==> config.mk <==
export PLATFORM = sky130hd
export DESIGN_NAME = accu_tx_port_flat
export DESIGN_NICKNAME = d
export VERILOG_FILES = /design/src/rtl/accu_tx_pkg.sv /design/src/rtl/accu_tx_port_if.sv /design/src/rtl/accu_tx_fifo.sv /design/src/rtl/accu_tx_port.sv /design/src/flat_wrapper.sv
export SDC_FILE = /design/constraint.sdc
export NUM_CORES = 1
export LEC_CHECK = 0
export ABC_AREA = 1
export BUFFER_PORTS_ARGS = -buffer_cell sky130_fd_sc_hd__buf_2
export CAP_MARGIN = 0
export CORE_MARGIN = 1.5
export CORE_UTILIZATION = 40
export CTS_BUF_LIST = sky130_fd_sc_hd__clkbuf_4 sky130_fd_sc_hd__clkbuf_8
export CTS_CLUSTER_SIZE = 16
export DETAILED_ROUTE_END_ITERATION = 16
export SETUP_SLACK_MARGIN = 0.15
export SLEW_MARGIN = 20
export SYNTH_ARGS = -nofsm -noshare
export SYNTH_HDL_FRONTEND = slang
export SYNTH_SLANG_ARGS = --single-unit
==> constraint.sdc <==
create_clock -name clk -period 2.05 [get_ports clk]
set_input_delay 0.205 -clock clk [delete_from_list [all_inputs] [get_ports clk]]
set_output_delay 0.205 -clock clk [all_outputs]
set_load 0.005 [all_outputs]
==> src/rtl/accu_tx_pkg.sv <==
// rtl/accu_tx_pkg.sv - shared types and constants for the accumulator serial output port
package accu_tx_pkg;

    localparam int DATA_W     = 8;
    localparam int FRAME_BITS = 10;

    typedef enum logic [1:0] {
        IDLE,
        START,
        DATA,
        STOP
    } tx_state_t;

endpackage

==> src/rtl/accu_tx_port_if.sv <==
// rtl/accu_tx_port_if.sv - write strobe, status flags and serial line of the output port
interface accu_tx_port_if;
    import accu_tx_pkg::*;

    logic              WrEn;
    logic [DATA_W-1:0] WrData;
    logic              Full;
    logic              Empty;
    logic              Busy;
    logic              Overflow;
    logic              TxD;

    modport master (
        output WrEn, WrData,
        input  Full, Empty, Busy, Overflow, TxD
    );

    modport slave (
        input  WrEn, WrData,
        output Full, Empty, Busy, Overflow, TxD
    );
endinterface

==> src/rtl/accu_tx_fifo.sv <==
// rtl/accu_tx_fifo.sv - synchronous byte FIFO with registered occupancy count
module accu_tx_fifo #(
    parameter int DEPTH = 4,
    parameter int W     = 8
) (
    input  logic         clk,
    input  logic         reset,
    input  logic         push,
    input  logic [W-1:0] push_data,
    input  logic         pop,
    output logic [W-1:0] pop_data,
    output logic         full,
    output logic         empty
);
    localparam int PTR_W = $clog2(DEPTH);
    localparam int CNT_W = PTR_W + 1;

    logic [W-1:0]     mem [DEPTH];
    logic [PTR_W-1:0] wr_ptr;
    logic [PTR_W-1:0] rd_ptr;
    logic [CNT_W-1:0] count;
    logic             push_ok;
    logic             pop_ok;

    // Flags come from the registered count, so a push is judged on pre-edge fullness.
    assign full     = (count == CNT_W'(DEPTH));
    assign empty    = (count == '0);
    assign push_ok  = push && !full;
    assign pop_ok   = pop && !empty;
    assign pop_data = mem[rd_ptr];

    always_ff @(posedge clk) begin
        if (reset) begin
            wr_ptr <= '0;
            rd_ptr <= '0;
            count  <= '0;
        end else begin
            if (push_ok) begin
                mem[wr_ptr] <= push_data;
                wr_ptr      <= wr_ptr + PTR_W'(1);
            end
            if (pop_ok) begin
                rd_ptr <= rd_ptr + PTR_W'(1);
            end
            case ({push_ok, pop_ok})
                2'b10:   count <= count + CNT_W'(1);
                2'b01:   count <= count - CNT_W'(1);
                default: count <= count;
            endcase
        end
    end
endmodule

==> src/rtl/accu_tx_port.sv <==
// rtl/accu_tx_port.sv - queues accumulator writes and sends them 8N1, LSB first
module accu_tx_port
    import accu_tx_pkg::*;
#(
    parameter int DEPTH        = 4,
    parameter int CLKS_PER_BIT = 16
) (
    input  logic                 clk,
    input  logic                 Reset,
    accu_tx_port_if.slave        bus
);
    localparam int BAUD_W = $clog2(CLKS_PER_BIT);
    localparam int BIT_W  = $clog2(DATA_W);
    localparam logic [BAUD_W-1:0] BAUD_LAST = BAUD_W'(CLKS_PER_BIT - 1);
    localparam logic [BIT_W-1:0]  BIT_LAST  = BIT_W'(DATA_W - 1);

    tx_state_t         state, state_n;
    logic [BAUD_W-1:0] baud_cnt, baud_n;
    logic [BIT_W-1:0]  bit_cnt, bit_n;
    logic [DATA_W-1:0] shift, shift_n;
    logic              txd_q, txd_n;
    logic              busy_q;
    logic              overflow_q;
    logic              pop;
    logic              fifo_full;
    logic              fifo_empty;
    logic [DATA_W-1:0] pop_data;
    logic              baud_last;

    accu_tx_fifo #(
        .DEPTH (DEPTH),
        .W     (DATA_W)
    ) u_fifo (
        .clk       (clk),
        .reset     (Reset),
        .push      (bus.WrEn),
        .push_data (bus.WrData),
        .pop       (pop),
        .pop_data  (pop_data),
        .full      (fifo_full),
        .empty     (fifo_empty)
    );

    assign baud_last    = (baud_cnt == BAUD_LAST);
    assign bus.Full     = fifo_full;
    assign bus.Empty    = fifo_empty;
    assign bus.Busy     = busy_q;
    assign bus.Overflow = overflow_q;
    assign bus.TxD      = txd_q;

    always_comb begin
        state_n = state;
        baud_n  = baud_cnt;
        bit_n   = bit_cnt;
        shift_n = shift;
        txd_n   = txd_q;
        pop     = 1'b0;
        case (state)
            IDLE: begin
                txd_n = 1'b1;
                if (!fifo_empty) begin
                    pop     = 1'b1;
                    shift_n = pop_data;
                    txd_n   = 1'b0;
                    baud_n  = '0;
                    state_n = START;
                end
            end
            START: begin
                if (baud_last) begin
                    txd_n   = shift[0];
                    bit_n   = '0;
                    baud_n  = '0;
                    state_n = DATA;
                end else begin
                    baud_n = baud_cnt + BAUD_W'(1);
                end
            end
            DATA: begin
                if (baud_last) begin
                    baud_n = '0;
                    if (bit_cnt == BIT_LAST) begin
                        txd_n   = 1'b1;
                        state_n = STOP;
                    end else begin
                        // shift[1] is the bit that lands in shift[0] after this shift.
                        shift_n = shift >> 1;
                        bit_n   = bit_cnt + BIT_W'(1);
                        txd_n   = shift[1];
                    end
                end else begin
                    baud_n = baud_cnt + BAUD_W'(1);
                end
            end
            STOP: begin
                if (baud_last) begin
                    baud_n  = '0;
                    state_n = IDLE;
                end else begin
                    baud_n = baud_cnt + BAUD_W'(1);
                end
            end
            default: begin
                state_n = IDLE;
                txd_n   = 1'b1;
            end
        endcase
    end

    always_ff @(posedge clk) begin
        if (Reset) begin
            state      <= IDLE;
            baud_cnt   <= '0;
            bit_cnt    <= '0;
            shift      <= '0;
            txd_q      <= 1'b1;
            busy_q     <= 1'b0;
            overflow_q <= 1'b0;
        end else begin
            state      <= state_n;
            baud_cnt   <= baud_n;
            bit_cnt    <= bit_n;
            shift      <= shift_n;
            txd_q      <= txd_n;
            busy_q     <= (state_n != IDLE);
            overflow_q <= overflow_q | (bus.WrEn & fifo_full);
        end
    end
endmodule

==> src/flat_wrapper.sv <==
// flat-port wrapper written by rule: the top's interface ports become plain ports
module accu_tx_port_flat import accu_tx_pkg::*;
#(
    parameter int DEPTH        = 4,
    parameter int CLKS_PER_BIT = 16
)
  (clk, Reset, bus_WrEn, bus_WrData, bus_Full, bus_Empty, bus_Busy, bus_Overflow, bus_TxD);
  accu_tx_port_if bus_i ();
  input  logic clk;
  input  logic Reset;
  input wire logic [$bits(bus_i.WrEn)-1:0] bus_WrEn;
  input wire logic [$bits(bus_i.WrData)-1:0] bus_WrData;
  output wire logic [$bits(bus_i.Full)-1:0] bus_Full;
  output wire logic [$bits(bus_i.Empty)-1:0] bus_Empty;
  output wire logic [$bits(bus_i.Busy)-1:0] bus_Busy;
  output wire logic [$bits(bus_i.Overflow)-1:0] bus_Overflow;
  output wire logic [$bits(bus_i.TxD)-1:0] bus_TxD;
  assign bus_i.WrEn = bus_WrEn;
  assign bus_i.WrData = bus_WrData;
  assign bus_Full = bus_i.Full;
  assign bus_Empty = bus_i.Empty;
  assign bus_Busy = bus_i.Busy;
  assign bus_Overflow = bus_i.Overflow;
  assign bus_TxD = bus_i.TxD;
  accu_tx_port #(.DEPTH(DEPTH), .CLKS_PER_BIT(CLKS_PER_BIT)) u_core (.clk(clk), .Reset(Reset), .bus(bus_i));
endmodule
==> out/qor.yml <==
run_status:
  status: "complete, no violations"
logic_synthesis:
  avgSynthCellArea_sq_um: 8.679
  synthTopCellsByArea: "edfxtp_1 33%, dfxtp_1 20%, nand2_1 12%"
  synth-seq-cells: 61
  syn-num-nets: 356
  ys_types: 22
  netlist_instances: 331
  synth_top_family_by_area: "simple AND/OR/NAND/NOR gates"
  synth_compound_area_frac: 0.06794
  synth.top_cell.area_share: 0.3345
  synth-xor-area-share: 0.003049
  muxShareOfSynthArea: 0
  syn-cell-area_sq_um: 2873
  synth_top_area_cell: "edfxtp_1"
  synth-seq-area-share: 0.5366
  yosysWarnings: 0
  synth-adder-area-share: 0.06359
  synthSimpleGateAreaFrac: 0.2491
route:
  via_count: 2151
  drcViolationCount: 0
  first_iter_violations: 114
  ant_nets: 0
  drtPass1Iterations: 4
  via_per_inst: 4.656
  avgRoutedWirePerCell_microns: 11.98
  drt_wl_total_microns: 5537
die:
  pin_count: 16
  dieArea_sq_um: 7699
  initial_core_util: 0.4182
  core_sq_um: 6869
  std_cell_rows: 30
  die_y_microns: 87.75
  fp.dieW_microns: 87.75
setup_path:
  crit_required_ns: 2.28
  timing.rr.start: "u_core.state[0]$_SDFF_PP0_"
  crit_type: "reg2reg"
  cp.arrival_ns: 2.01
  end_kind: "flip-flop"
  path_cells: "inv_2 -> ha_2 -> nand2_2 -> inv_2 -> ha_1 -> inv_1 -> fa_2 -> nor2_1 -> nor2_1 -> nand2_1 -> o21ai_0 -> a21oi_1"
  rr_endpoint: "u_core.u_fifo.count[2]$_SDFFE_PP0P_"
  r2r_cells: 12
  cp_slowest_cell: "dfxtp_1"
  regToRegSetupSlack_ns: 0.27
  cpPeakStageDelay_ns: 0.40
  crit_path_max_fanout: 4
  critPathLaunchType: "flip-flop"
power_and_ir_drop:
  power.share.clock: 0.207
  peakVddDrop_uv: 583.0
  p_sw_frac: 0.4064
  p_int_w: 0.002606
  pwr-share-comb: 0.427
  p_seq_frac: 0.366
  power.switching_w: 0.001784
  finalPower_w: 0.004390
  p_leak_nw: 1.462
  power_density_nw_per_um2: 1331
sta:
  fin_ws_ns: 0.2651
  hold_viol_final: 0
  setup_tns_ns: 0
  rsz0062_at_grt: "yes"
  slew_violations: 0
  slew_headroom: 0.7716
  timing.fmax_mhz: 560.2
  tightest_slew_ns: 0.3423
  period_needed_ns: 1.785
  timing.final.crit_share: 0.8707
  skew_ns: 0.004773
  final-setup-viol-count: 0
place:
  routabilityCongestion: 0.7859
  post-place-ws_ns: 0.1686
  port_buffers: 15
  dp_hpwl_microns: 3632
  placed_area_sq_um: 3075
cts:
  clkTransAtPathRegs_ns: 0.07
  cts_max_level: 3
  cts-root-buf: "clkbuf_8"
  ctsHoldBuffers: 0
  cts_buffers: 9
  cts.sinks: 61
  clock_tree.buffer_depth: 2
  insertion_delay_ns: 0.33
  cts_tree: "yes"
run:
  max_cap_violations: 0
cells_and_area:
  fillers: 648
  num-nets-final: 386
  mostFrequentLayoutCell: "nand2_1"
  final_area_sq_um: 3299
  n_antenna_cell: 0
  final_util: 0.4803
  area_growth_pct: 14.85
  layout_common_cells: "85 x nand2_1, 40 x inv_1, 37 x nor2_1, 32 x edfxtp_1, 27 x dfxtp_1"
  drive_gt1_frac: 0.1749
global_routing:
  grt_first_pass_wirelength_microns: 9073
  grt_pass1_vias: 1942
  grt.overflow.total: 0
  grt_usage: 0.1569
  antenna_found_initial: 0
  grt_max_degree: 18
worst_hold_path:
  min_delay_path_depth: 1
  hold_start: "bus_WrData[3]"
  whs_endpoint: "u_core.u_fifo.mem[0][3]$_DFFE_PP_"
  hold_class: "in2reg"
cell type report:
class                   count  area, sq um  share of cell area
clock buffers               9        123.9             0.03754
clock inverters             7        42.54             0.01289
multi-input cells         216         1125              0.3409
repair buffers             28        172.7             0.05233
flip-flops and latches     61         1546              0.4687
well taps                  96        120.1             0.03640
inverters                  45        168.9             0.05119
registers in the layout, summed over array words and instances, names as in the netlist, named ones only:
signal,cells
u_core.u_fifo.mem,32
u_core.shift,8
u_core.baud_cnt,4
u_core.bit_cnt,3
u_core.u_fifo.count,3
u_core.state,2
u_core.u_fifo.rd_ptr,2
u_core.u_fifo.wr_ptr,2
u_core.bus.Busy,1
u_core.bus.Overflow,1
u_core.bus.TxD,1
layer usage:
layer,global-route usage,up-vias,wire (microns)
met4,0.06061,0,59
met1,0.2111,987,2727
met5,0,-,0
met3,0.04524,7,197
met2,0.2394,32,2554
li1,-,1125,-
worst max-delay path by stage:
stage / cells past startpoint / endpoint / slack (ns) / from
after floorplan: 12 / u_core.u_fifo.count[2]$_SDFFE_PP0P_ / 0.25 / u_core.state[0]$_SDFF_PP0_
after global placement: 12 / u_core.u_fifo.count[2]$_SDFFE_PP0P_ / 0.22 / u_core.state[0]$_SDFF_PP0_
after detailed placement: 12 / u_core.u_fifo.count[2]$_SDFFE_PP0P_ / 0.17 / u_core.state[0]$_SDFF_PP0_
after CTS: 12 / u_core.u_fifo.count[2]$_SDFFE_PP0P_ / 0.18 / u_core.state[1]$_SDFF_PP0_
after global routing: 12 / u_core.u_fifo.count[2]$_SDFFE_PP0P_ / 0.1 / u_core.state[0]$_SDFF_PP0_
final: 12 / u_core.u_fifo.count[2]$_SDFFE_PP0P_ / 0.27 / u_core.state[0]$_SDFF_PP0_
power groups by stage:
stage | clock [W] | sequential (W) | combinational, W
6_report | 0.000909 | 0.00161 | 0.00187
3_3_place_gp | 0 | 0.00160 | 0.00177
2_1_floorplan | 0 | 0.00159 | 0.00139
4_1_cts | 0.000927 | 0.00159 | 0.00179
5_1_grt | 0.000984 | 0.00163 | 0.00217
3_5_place_dp | 0 | 0.00161 | 0.00178
per-stage QoR:
stage / hold slack [ns] / std cells
floorplan: 0.3039 / 331
global placement: 0.4202 / 442
detailed placement: 0.4286 / 442
CTS: 0.07759 / 458
global route: 0.07575 / 462
finish: 0.08632 / 462
logic make-up (layout without fill, tap and decap cells):
family,Yosys count,in the layout
fa+ha+maj,14,14
compound gates,39,39
xor+xnor,1,1
flops,61,61
buf+inv,54,89
simple gates,162,162
what timing repair did:
item                       in CTS  in global routing
gates resized for setup         2                 12
gates cloned                    0                  0
pin swaps                       0                  2
setup endpoints to repair       1                  2
buffers inserted                0                  4
synthesized netlist by cell type:
master and number:
a21oi_1 24, buf_2 3, buf_4 4, buf_6 1
clkbuf_1 1, dfxtp_1 29, edfxtp_1 32, fa_1 1
ha_1 13, inv_1 43, inv_2 2, nand2_1 89
nand2_4 2, nand3_1 19, nand3_2 1, nand3_4 2
nand4_1 9, nor2_1 37, nor2_2 2, nor2_4 1
o21ai_0 15, xor2_1 1
worst max-delay path, delay by kind of cell, from the launching register on:
| kind | cells | cell delay [ns] |
|---|---|---|
| buffers and inverters | 3 | 0.22 |
| AO/OA/AOI/OAI | 2 | 0.20 |
| AND/OR/NAND/NOR | 4 | 0.30 |
| flip-flops | 1 | 0.40 |
| adder cells (fa/ha/maj) | 3 | 0.57 |
Note: power is estimated with default switching activity, not from simulation.
